## config.mk

```make
export PLATFORM = sky130hd
export DESIGN_NAME = mem_port_arbiter
export DESIGN_NICKNAME = d
export VERILOG_FILES = /design/src/rtl/mem_port_arbiter.sv
export SDC_FILE = /design/constraint.sdc
export NUM_CORES = 1
export LEC_CHECK = 0
export CAP_MARGIN = 20
export CORE_MARGIN = 5
export CORE_UTILIZATION = 47
export CTS_CLUSTER_SIZE = 30
export DETAILED_ROUTE_END_ITERATION = 8
export HOLD_SLACK_MARGIN = 0.06
export PLACE_DENSITY = 0.95
export SYNTH_ARGS = -nofsm -noshare
export SYNTH_HDL_FRONTEND = slang
export SYNTH_SLANG_ARGS = --single-unit
export TNS_END_PERCENT = 100
```

## constraint.sdc

```tcl
create_clock -name clk -period 3.71 [get_ports clk]
set_input_delay 0.9275 -clock clk [delete_from_list [all_inputs] [get_ports clk]]
set_output_delay 0.9275 -clock clk [all_outputs]
set_load 0.05 [all_outputs]
```

## src/rtl/mem_port_arbiter.sv

```systemverilog
// Shares one variable-latency memory port between instruction fetch (IF) and data memory (DM).
// One access in flight at a time; DM has priority; freezes after HALT until reset.
module mem_port_arbiter #(
  parameter int unsigned AW      = 16,
  parameter int unsigned DW      = 16,
  parameter int unsigned TIMEOUT = 15
) (
  input  logic          clk,
  input  logic          rst_n,
  input  logic          halt,
  input  logic          if_req,
  input  logic [AW-1:0] if_addr,
  output logic [DW-1:0] if_rdata,
  output logic          if_done,
  output logic          if_err,
  input  logic          dm_req,
  input  logic          dm_wr,
  input  logic [AW-1:0] dm_addr,
  input  logic [DW-1:0] dm_wdata,
  output logic [DW-1:0] dm_rdata,
  output logic          dm_done,
  output logic          dm_err,
  output logic          mem_en,
  output logic          mem_wr,
  output logic [AW-1:0] mem_addr,
  output logic [DW-1:0] mem_wdata,
  input  logic [DW-1:0] mem_rdata,
  input  logic          mem_done,
  output logic          halted
);

  localparam int unsigned CW = 4;

  typedef enum logic [2:0] {
    S_IDLE,
    S_IF_BUSY,
    S_DM_BUSY,
    S_RESP,
    S_HALTED
  } state_t;

  state_t        state_q, state_d;
  logic          cur_dm_q, cur_dm_d;
  logic          cur_wr_q, cur_wr_d;
  logic          mask_q, mask_d;
  logic [CW-1:0] cnt_q, cnt_d;

  logic [DW-1:0] if_rdata_d, dm_rdata_d, mem_wdata_d;
  logic [AW-1:0] mem_addr_d;
  logic          if_done_d, if_err_d, dm_done_d, dm_err_d;
  logic          mem_en_d, mem_wr_d, halted_d;
  logic          if_eff, dm_eff;

  // The port served by the last response is ignored for one arbitration cycle.
  assign if_eff = if_req & ~(mask_q & ~cur_dm_q);
  assign dm_eff = dm_req & ~(mask_q & cur_dm_q);

  always_ff @(posedge clk or negedge rst_n) begin
    if (!rst_n) begin
      state_q   <= S_IDLE;
      cur_dm_q  <= 1'b0;
      cur_wr_q  <= 1'b0;
      mask_q    <= 1'b0;
      cnt_q     <= '0;
      if_rdata  <= '0;
      dm_rdata  <= '0;
      if_done   <= 1'b0;
      if_err    <= 1'b0;
      dm_done   <= 1'b0;
      dm_err    <= 1'b0;
      mem_en    <= 1'b0;
      mem_wr    <= 1'b0;
      mem_addr  <= '0;
      mem_wdata <= '0;
      halted    <= 1'b0;
    end else begin
      state_q   <= state_d;
      cur_dm_q  <= cur_dm_d;
      cur_wr_q  <= cur_wr_d;
      mask_q    <= mask_d;
      cnt_q     <= cnt_d;
      if_rdata  <= if_rdata_d;
      dm_rdata  <= dm_rdata_d;
      if_done   <= if_done_d;
      if_err    <= if_err_d;
      dm_done   <= dm_done_d;
      dm_err    <= dm_err_d;
      mem_en    <= mem_en_d;
      mem_wr    <= mem_wr_d;
      mem_addr  <= mem_addr_d;
      mem_wdata <= mem_wdata_d;
      halted    <= halted_d;
    end
  end

  always_comb begin
    state_d     = state_q;
    cur_dm_d    = cur_dm_q;
    cur_wr_d    = cur_wr_q;
    mask_d      = 1'b0;
    cnt_d       = cnt_q;
    if_rdata_d  = if_rdata;
    dm_rdata_d  = dm_rdata;
    if_done_d   = 1'b0;
    if_err_d    = 1'b0;
    dm_done_d   = 1'b0;
    dm_err_d    = 1'b0;
    mem_en_d    = 1'b0;
    mem_wr_d    = 1'b0;
    mem_addr_d  = mem_addr;
    mem_wdata_d = mem_wdata;
    halted_d    = 1'b0;

    case (state_q)
      S_IDLE: begin
        if (halt) begin
          state_d  = S_HALTED;
          halted_d = 1'b1;
        end else if (dm_eff) begin
          cur_dm_d = 1'b1;
          if (dm_addr[0]) begin
            state_d   = S_RESP;
            dm_done_d = 1'b1;
            dm_err_d  = 1'b1;
          end else begin
            state_d     = S_DM_BUSY;
            cur_wr_d    = dm_wr;
            cnt_d       = '0;
            mem_en_d    = 1'b1;
            mem_wr_d    = dm_wr;
            mem_addr_d  = dm_addr;
            mem_wdata_d = dm_wdata;
          end
        end else if (if_eff) begin
          cur_dm_d = 1'b0;
          if (if_addr[0]) begin
            state_d   = S_RESP;
            if_done_d = 1'b1;
            if_err_d  = 1'b1;
          end else begin
            state_d    = S_IF_BUSY;
            cur_wr_d   = 1'b0;
            cnt_d      = '0;
            mem_en_d   = 1'b1;
            mem_addr_d = if_addr;
          end
        end
      end

      S_IF_BUSY, S_DM_BUSY: begin
        if (mem_done) begin
          state_d = S_RESP;
          if (cur_dm_q) begin
            dm_done_d = 1'b1;
            if (!cur_wr_q) dm_rdata_d = mem_rdata;
          end else begin
            if_done_d  = 1'b1;
            if_rdata_d = mem_rdata;
          end
        end else if (cnt_q == CW'(TIMEOUT - 1)) begin
          state_d   = S_RESP;
          dm_done_d = cur_dm_q;
          dm_err_d  = cur_dm_q;
          if_done_d = ~cur_dm_q;
          if_err_d  = ~cur_dm_q;
        end else begin
          cnt_d = cnt_q + CW'(1);
        end
      end

      S_RESP: begin
        mask_d   = 1'b1;
        halted_d = halt;
        state_d  = halt ? S_HALTED : S_IDLE;
      end

      S_HALTED: begin
        halted_d = 1'b1;
      end

      default: state_d = S_IDLE;
    endcase
  end

endmodule

```

Word level (Yosys, flattened, before mapping)
Cells that the tools add are included.
{ "totals": {"register_bits": 81, "in_bits": 71, "output_inout_bits": 71, "wordCells": 113} }
{ "op_classes": {"addsub": 1, "n_eq_ne": 15, "n_mux": 59, "bitwise_logic": 11, "reduce_logical": 11} }
{ "ops": {"columns": ["cell", "count"], "rows": [
  ["16-bit two-way mux", 4],
  ["1-bit two-way mux", 34],
  ["4-bit two-way mux", 7],
  ["3-bit two-way mux", 6],
  ["3-bit inequality test, second input constant", 4],
  ["3-bit case mux with 4 select lines", 1],
  ["3-bit AND reduction", 3],
  ["2-bit inequality test, second input constant", 4],
  ["1-bit case mux with 2 select lines", 4],
  ["4-bit case mux with 2 select lines", 1],
  ["4-bit AND reduction", 2],
  ["1-bit inverter", 7],
  ["7-bit AND reduction", 1],
  ["3-bit by 2-bit equality test with 1-bit output, second input constant", 2],
  ["5-bit AND reduction", 1],
  ["4-bit by 1-bit adder with 4-bit output, second input constant", 1],
  ["1-bit bitwise AND", 4],
  ["4-bit equality test, second input constant", 1],
  ["4-bit inequality test, second input constant", 1],
  ["2-bit nonzero test", 2],
  ["3-bit by 1-bit equality test with 1-bit output, second input constant", 1],
  ["3-bit equality test, second input constant", 1],
  ["3-bit logical NOT", 1],
  ["1-bit case mux with 3 select lines", 1],
  ["other kinds (3)", 3]
]} }

Longest topological paths before layout
Gate-level depths: netlist of the first run.
{ "logic_depth": {"word_depth": 8, "mapped_depth": 6, "ltp_nobuf": 6} }

Least setup slack after synthesis of the first run
No wires, ideal clock.
{ "synth_timing": {"kind": "input-to-reg", "startpoint": "input dm_req", "endpoint": "register mem_wdata[10]", "setup_time_ns": 0.125, "t_arrival_ns": 2.150, "t_required_ns": 3.585, "setup_slack_ns": 1.435, "path_stages": 6, "path_buffers": 2, "cell_sequence": "a21boi_1 -> nor2b_1 -> and2_1 -> buf_2 -> buf_4 -> mux2_2"} }
{ "synth_via": {"elab_chain_cells": 2} }
{ "synth_rtl": {"columns": ["item", "line", "rtl"], "rows": [
  ["start: declaration", "16", "input logic dm_req,"],
  ["1-bit bitwise AND", "56", "assign dm_eff = dm_req & ~(mask_q & cur_dm_q);"],
  ["4-bit AND reduction (no source line)", null, null],
  ["end signal: assignment", "91", "mem_wdata <= mem_wdata_d;"],
  ["end: declaration", "26", "output logic [DW-1:0] mem_wdata,"]
]} }
No other way between the ends.
A chain may end at the register's enable or synchronous reset.

Worst setup path in the final report of the first run
{ "layout_timing": {"startpoint": "register if_rdata[14]", "endpoint": "output if_rdata[14]"} }
{ "layout_lines": {"columns": ["item", "line", "rtl"], "rows": [
  ["start: declaration", "13", "output logic [DW-1:0] if_rdata,"],
  ["start signal: assignment", "82", "if_rdata <= if_rdata_d;"]
]} }
No word-level cell between the ends.

==> impl_metrics.ini, run 1 <==
[die]
ios = 142
dieHeight_microns = 96.7
coreArea_sq_um = 7290
die_w_microns = 96.7
dieArea_sq_um = 9350
initial_core_util_pct = 48.5
num_rows = 31

[route]
drtPass1Iterations = 4
wl_microns = 8750
ant_nets = 0
vias = 2526
avgViaCountPerCell = 5.12
drc = 0
drt_iter0_drc = 39
wire_per_inst_microns = 17.8

[place]
dpl_worst_slack_ps = 870
gp_congestion = 0.799
hpwl_microns = 6670
portBuffers = 140

[clock_tree]
htree_num_levels = 3
cts.sinks = 80
cts_root_buffer = clkbuf_8
clk_pin_slew_ps = 70
cts_setup_buffers = 0
hold_buffers = 0
cts_tree = done
cts.repair.resized = 0
cts_buffer_depth = 2
clk_latency_ps = 340
numCtsBuffers = 9

[timing]
hold_viol = 0
final-setup-viol-count = 0
tns_ps = 0
relSlewSlack_pct = 63.4
final_max_slew_viol_count = 0
worst_pin_slew_ps = 547
fin_crit_ps = 2490
rsz0062_at_grt = false
fmax_mhz = 402
fin_worst_skew_ps = 12.6
finalCritPeriodShare_pct = 67.1
setup_slack_ps = 1220

[worst_setup_path]
crit_fanout = 2
crit_buf_inv = 1
critical_path.max_stage_delay_ps = 830
crit_type = reg2out
critPathTopFamily = buffers and inverters
crit_path_top_delay_cell = clkdlybuf4s50_1
path_cells = clkdlybuf4s50_1
cp-end-kind = output pin
arrival_ps = 1560
crit_required_ps = 2780
critPathLaunchType = flip-flop

[logic_synthesis]
yosysUniqueCellTypes = 47
async_reset_ff_share_pct = 100
yosysSeqAreaShare_pct = 56.7
syn_inst = 242
ys_seq_elements = 80
synth_area_leaders = dfrtp_1, mux2_2, mux2_4
netlist_area_sq_um = 3530
synth_top_area_share_pct = 56.7
ys_top_cells_by_count = dfrtp_1, mux2_2, mux2_4
yosysWarnings = 0
yosysTopAreaCell = dfrtp_1
avgSynthCellArea_sq_um = 14.6
synth-edff-count = 0
yosys_most_used_dff = dfrtp_1
synth_fp_nets = 315
synth_most_common_cell = dfrtp_1

[global_routing]
grt_first_pass_wirelength_microns = 14600
first_global_vias = 2796
track_usage_pct = 19.1
grt_max_degree = 81
antenna_found_initial = 0
overflow = 0

[layout]
final_nets = 462
syn2layout_area_growth_pct = 48.5
drive_above_1_share_pct = 27.9
fill_cells = 540
n_antenna_cell = 0

[min_path]
hp-class = reg2reg

[pwr]
peakVddDrop_v = 0.000192
p_leak_nw = 2.37
p_per_area_nw_per_um2 = 418

[status]
outcome = finished clean

[job]
maxCapViolCount = 0
## through the flow
stage | power (W) | hold slack, ps | util, % | instances | area, sq um
after floorplan | 0.00129 | 488 | - | 242 | 3530
after global placement | 0.00151 | 488 | 68.8 | 476 | 5010
after detailed placement | 0.00153 | 493 | 68.8 | 476 | 5010
after CTS | 0.00221 | 510 | 71.7 | 492 | 5230
after global routing | 0.00229 | 527 | 71.9 | 493 | 5250
final | 0.00219 | 506 | 71.9 | 493 | 5250
## layer usage
layer,global-route usage [%],part of all wire (%),vias to the layer above
met5,0,0,-
met4,6.16,1.8,0
met3,5.68,5.9,15
met2,34.0,53,107
met1,21.9,39,1244
li1,-,-,1160
## layout by cell type (no fill, tap or decap), drive strengths merged, types with 3 or more instances in the layout
master         Yosys  routed
clkdlybuf4s50      0     139
dfrtp             80      80
mux2              79      79
clkbuf             1      10
nand2              8       8
buf               10       8
a21oi              6       6
inv                5       5
nand3              4       4
and3               4       4
o21ai              4       4
clkinv             0       4
nor2               3       3
nand2b             3       3
## worst register-to-register path: stages, from the launching register on
cell and delay [ps]:
dfrtp_1 460, xor2_2 310, and2_2 240, and4_1 200, buf_4 280, mux2_2 380
## layout make-up
cell class                      count  area [sq um]  share of cell area, %
Clock buffer                       10           128                   2.43
Clock inverter                      6          83.8                   1.60
Inverter                            5          18.8                  0.358
Multi-Input combinational cell    146          1430                   27.2
Sequential cell                    80          2000                   38.2
Tap cell                           99           124                   2.36
Timing Repair Buffer              147          1460                   27.9
## state kept, by name (all words and copies together) (netlist names)
name and count:
mem_en 1, dm_done 1, cur_dm_q 1, if_rdata 16
mem_addr 15, dm_rdata 16, halted 1, cur_wr_q 1
mem_wr 1, mem_wdata 16, dm_err 1, mask_q 1
state_q 3, cnt_q 4, if_err 1, if_done 1
## worst paths after layout
check	startpoint	endpoint	slack [ps]	cells after the start
min	mem_addr[1]	mem_addr[1]	510	1
min in group asynchronous	rst_n	dm_rdata[11]	540	1
max in group asynchronous	rst_n	mask_q	2580	2
max	if_rdata[14]	if_rdata[14]	1220	1
min reg2reg	mem_addr[1]	mem_addr[1]	510	1
max reg2reg	state_q[1]	dm_rdata[3]	1730	5
## where the power goes
part           switching, W  internal, W  total [W]  leakage [nW]
clock network      0.000304     0.000377   0.000681         0.110
registers         0.0000455     0.000936   0.000981          1.06
logic              0.000302     0.000227   0.000529          1.20
total              0.000651      0.00154    0.00219          2.37
## kinds of logic (layout without fill, tap and decap cells)
logic type               after synthesis  after routing  share of synthesized area, %
AO/OA/AOI/OAI                         24             24                          4.82
XOR/XNOR                               1              1                         0.460
adder cells (fa/ha/maj)                2              2                         0.708
buffers and inverters                 16            168                          3.08
flip-flops                            80             80                          56.7
multiplexers                          80             80                          27.6
other                                  1              1                         0.106
AND/OR/NAND/NOR                       38             38                          6.59
Power figures use the tool's default switching activity.
==> inputs of run 2 (changes only) <==
Settings changed: CORE_UTILIZATION 47 to 39, PLACE_DENSITY 0.95 to 0.87.
Clock period 3.71 ns to 2 ns, I/O delays scaled along.
==> run 2 against run 1 <==
  * Sequential share of layout area is 0.37 points lower
  * Combinational power rose by 84%
  * Routed wire length shrank 3.5%
  * Worst setup slack lost 1100 ps
  * Hold slack got worse by 420 ps
  * Cell count is 5.3% higher
  * Critical path type is now in2reg
  * Largest power group unchanged
==> impl_metrics.ini, run 2 (synthesized netlist as in run 1, its figures left out) <==
[global_routing]
track_usage_pct = 15.5
met1_usage_pct = 17.9
grt_first_pass_wirelength_microns = 14000
first_global_vias = 2802
antenna_found_initial = 0
use_met3_pct = 4.87
gr-max-usage-layer = met2
overflow = 0
grt_use_met2_pct = 27.7
grt_max_degree = 34

[die]
die_w_microns = 105
dieHeight_microns = 105
ios = 142
initial_core_util_pct = 40.3
coreArea_sq_um = 8760
num_rows = 34
dieArea_sq_um = 11100

[layout]
syn2layout_area_growth_pct = 49.9
final_cell_mix = dfrtp_1, clkdlybuf4s50_1, buf_4, mux2_2, dlygate4sd2_1
reg_top3 = dm_rdata x16, if_rdata x16, mem_wdata x16
final_common_cell = dfrtp_1
n_antenna_cell = 0
final_nets = 480
drive_above_1_share_pct = 41.6

[route]
drt_iter0_drc = 51
ant_nets = 0
drc = 0
vias = 2563
wl_microns = 8450
drtPass1Iterations = 4
wire_per_inst_microns = 16.3
avgViaCountPerCell = 4.94

[worst_setup_path]
critPathTopFamily = buffers and inverters
crit_required_ps = 2230
rrSetupSlack_ps = 110
crit_fanout = 16
cp.depth = 6
crit_start = dm_req
cp-end-kind = flip-flop
crit_buf_inv = 2
critPathLaunchType = input port
r2r-start = state_q[1]
crit_path_top_delay_cell = clkdlybuf4s50_1
worstRegToRegCells = 5
reg2reg_to = dm_rdata[15]
crit_type = in2reg
critical_path.max_stage_delay_ps = 470
endpoint = mem_wdata[8]
arrival_ps = 2130
path_cells = clkdlybuf4s50_1, a21boi_2, nor2b_1, and2_1, buf_12, mux2_2

[timing]
final-setup-viol-count = 0
fmax_mhz = 526
relSlewSlack_pct = 66.5
fin_worst_skew_ps = 7.29
final_max_slew_viol_count = 0
finalCritPeriodShare_pct = 95.1
fin_crit_ps = 1900
worst_pin_slew_ps = 501
hold_viol = 0
setup_slack_ps = 97.4
tns_ps = 0
rsz0062_at_grt = false

[pwr]
totalPowerFinal_w = 0.00403
p_leak_nw = 2.65
peakVddDrop_v = 0.000430
p_per_area_nw_per_um2 = 761

[clock_tree]
htree_num_levels = 3
clk_pin_slew_ps = 80
cts_tree = done
cts_buffer_depth = 2
cts_root_buffer = clkbuf_8
clk_latency_ps = 340
hold_buffers = 0
numCtsBuffers = 9
cts.sinks = 80

[place]
portBuffers = 140
hpwl_microns = 6560
dpl_worst_slack_ps = -277
gp_congestion = 0.856

[min_path]
hp-class = in2async

[status]
outcome = finished clean

[job]
maxCapViolCount = 0
-- run 2: cell types whose count changed in the layout (fill, tap and decap cells not counted), moves of 2 or more --
cell             delta
dlygate4sd2_1      +26
buf_12              +3
clkdlybuf4s50_1    -70
buf_4              +58
clkinv_2            -2
-- run 2: power by group --
| part | switching, W | internal, W |
|---|---|---|
| clock | 0.000557 | 0.000699 |
| combinational | 0.000576 | 0.000397 |
| sequential | 0.0000662 | 0.00174 |
-- run 2: worst min path at each step --
stage	endpoint	from
2_1_floorplan	cnt_q[0]	rst_n
3_3_place_gp	if_rdata[9]	rst_n
3_5_place_dp	if_rdata[12]	rst_n
4_1_cts	if_rdata[12]	rst_n
5_1_grt	if_rdata[12]	rst_n
6_report	if_rdata[12]	rst_n
-- run 2: worst register-to-register path, stage by stage, from the launching register on --
cell and delay, ps:
dfrtp_1 460, xor2_2 300, and2_2 230, and4_1 250, buf_12 180, mux2_2 360
-- run 2: layer usage --
layer  vias up  part of all wire, %
met5         -                    0
met4         0                  1.2
met3        12                  7.5
met2        97                   53
met1      1253                   39
li1       1201                    -
-- run 2: repair_timing --
| item | CTS | global route |
|---|---|---|
| resized for setup | 26 | 2 |
| setup buffers | 0 | 0 |
| setup endpoints to repair | 26 | 2 |
| endpoints found under the hold margin | 0 | 0 |
-- run 2: layout make-up --
type | count | area (sq um)
clock buffers | 10 | 128
clock inverters | 5 | 82.6
fillers | 691 | 3470
inverters | 5 | 18.8
multi-input cells | 146 | 1430
flip-flops and latches | 80 | 2000
well taps | 108 | 135
repair buffers | 165 | 1500
-- run 2: metrics by stage --
stage	util (%)	cell area (sq um)	hold WS, ps	cells
after floorplan	-	3530	204	242
after global placement	58.3	5110	458	504
final	60.5	5300	88.2	519
after CTS	60.4	5290	93.1	519
after detailed placement	58.3	5110	467	504
after global routing	60.5	5300	104	519
==> inputs of run 3 (changes only) <==
--- a/config.mk
+++ b/config.mk
@@ -8,3 +8,2 @@
 export CAP_MARGIN = 20
-export CORE_MARGIN = 5
 export CORE_UTILIZATION = 39
@@ -14,2 +13,3 @@
 export PLACE_DENSITY = 0.87
+export SKIP_LAST_GASP = 1
 export SYNTH_ARGS = -nofsm -noshare
==> constraint.sdc (replaced) <==
create_clock -name clk -period 2 [get_ports clk]
set_input_delay 0.2 -clock clk [delete_from_list [all_inputs] [get_ports clk]]
set_output_delay 0.2 -clock clk [all_outputs]
set_load 0.05 [all_outputs]
==> run 3 against run 2 <==
  * Global-route usage grew 1.9 points
  * Largest power group unchanged
  * Core utilization grew 0.57 points
  * Flip-flop and latch count unchanged
  * Non-clock buffer count shrank 8
  * Design area up 0.94%
  * Power fell by 2.4%
  * Cell count decreased by 1.3%
  * Via count increased by 0.27%
  * Clock power shrank 11%
==> impl_metrics.ini, run 3 (synthesized netlist as in run 1, its figures left out) <==
[layout]
final_cell_mix = clkdlybuf4s50_1, dfrtp_1, mux2_2, mux2_4, buf_4
syn2layout_area_growth_pct = 51.3
drive_above_1_share_pct = 29.7
reg_top3 = dm_rdata x16, if_rdata x16, mem_wdata x16
fill_cells = 700
final_nets = 472
n_antenna_cell = 0
final_common_cell = clkdlybuf4s50_1

[worst_setup_path]
rrSetupSlack_ps = 110
arrival_ps = 2100
critPathTopFamily = flip-flops
critPathLaunchType = flip-flop
r2r-start = mask_q
reg2reg_to = mem_wdata[6]
crit_path_top_delay_cell = dfrtp_1
crit_fanout = 16
crit_type = reg2reg
critical_path.max_stage_delay_ps = 460
worstRegToRegCells = 6
crit_buf_inv = 2
crit_required_ps = 2220
cp-end-kind = flip-flop
path_cells = a21boi_2, nor2b_1, buf_4, and2_1, buf_12, mux2_2

[pwr]
swShare_pct = 31.4
seqPwrFrac_pct = 45.8
clock_power_share_pct = 28.5
p_per_area_nw_per_um2 = 736
p_sw_w = 0.00124
p_int_w = 0.00270
peakVddDrop_v = 0.000402
p_comb_share_pct = 25.7
p_leak_nw = 2.40
totalPowerFinal_w = 0.00393

[timing]
relSlewSlack_pct = 64.0
fin_worst_skew_ps = 8.20
fin_crit_ps = 1890
worst_pin_slew_ps = 538
setup_slack_ps = 114
finalCritPeriodShare_pct = 94.3
fmax_mhz = 530
final-setup-viol-count = 0
final_max_slew_viol_count = 0
tns_ps = 0
hold_viol = 0
rsz0062_at_grt = true

[place]
hpwl_microns = 5900
dpl_worst_slack_ps = -218
portBuffers = 140
gp_congestion = 0.891

[route]
avgViaCountPerCell = 5.02
wire_per_inst_microns = 15.5
wl_microns = 7950
ant_nets = 0
vias = 2570
drt_iter0_drc = 27
drtPass1Iterations = 4
drc = 0

[global_routing]
grt_first_pass_wirelength_microns = 13300
overflow = 0
grt_use_met2_pct = 29.3
antenna_found_initial = 0
use_met3_pct = 4.96
gr-max-usage-layer = met2
first_global_vias = 2697
met1_usage_pct = 21.7
track_usage_pct = 17.5
grt_max_degree = 39

[die]
dieHeight_microns = 97.2
die_w_microns = 97.2
num_rows = 34
ios = 142
initial_core_util_pct = 40.3
coreArea_sq_um = 8760
dieArea_sq_um = 9440

[clock_tree]
htree_num_levels = 3
cts_setup_buffers = 0
clk_latency_ps = 340
cts_buffer_depth = 2
cts_root_buffer = clkbuf_8
numCtsBuffers = 9
cts.sinks = 80
clk_pin_slew_ps = 90
cts_tree = done

[min_path]
hp-class = in2async

[status]
outcome = finished clean

[job]
maxCapViolCount = 0
[run 3: worst max-delay path by stage]
stage,startpoint,to,slack [ps],cells after the start
finish,mask_q,mem_wdata[6],110,6
global route,mask_q,mem_wdata[6],-20,6
CTS,mask_q,mem_addr[10],70,4
detailed placement,dm_req,mem_addr[10],-220,5
global placement,dm_req,mem_addr[8],-160,5
floorplan,mask_q,mem_wdata[10],260,6
[run 3: per-layer routing]
layer	vias up	wire length, microns
met5	-	0
met1	1267	3290
met2	100	4060
met3	13	471
met4	0	130
li1	1190	-
[run 3: repair_timing]
action / in CTS / in global routing
gates resized for setup: 0 / 1
hold buffers: 1 / 0
endpoints found under the hold margin: 35 / 0
endpoints found under the setup margin: 0 / 15
[run 3: stage by stage]
step	area, sq um	hold WS (ps)	instances	utilization (%)
after floorplan	3530	-95.6	242	-
after global placement	5140	188	495	58.6
after detailed placement	5140	202	495	58.6
after CTS	5340	355	512	60.9
after global routing	5350	389	512	61.0
final	5350	365	512	61.0
[run 3: final cells by class]
type	instances	area (sq um)	area share (%)
timing repair buffer	157	1570	29.3
clock inverter	5	40.0	0.749
tap	108	135	2.53
clock buffer	11	151	2.83
multi-input combinational	146	1430	26.8
inverter	5	18.8	0.351
sequential	80	2000	37.4
[run 3: worst reg2reg max path, stage by stage (launching register included)]
cell and delay, ps:
dfrtp_1 460, a21boi_2 160, nor2b_1 290, buf_4 180, and2_1 170, buf_12 160
mux2_2 350
[run 3: power by group through the flow]
| stage | Clock, W | Sequential [W] | Combinational (W) |
|---|---|---|---|
| 6_report | 0.00112 | 0.00180 | 0.00101 |
| 5_1_grt | 0.00123 | 0.00182 | 0.00106 |
| 4_1_cts | 0.00117 | 0.00180 | 0.00102 |
| 3_5_place_dp | 0 | 0.00184 | 0.00101 |
| 3_3_place_gp | 0 | 0.00183 | 0.000997 |
| 2_1_floorplan | 0 | 0.00220 | 0.000182 |
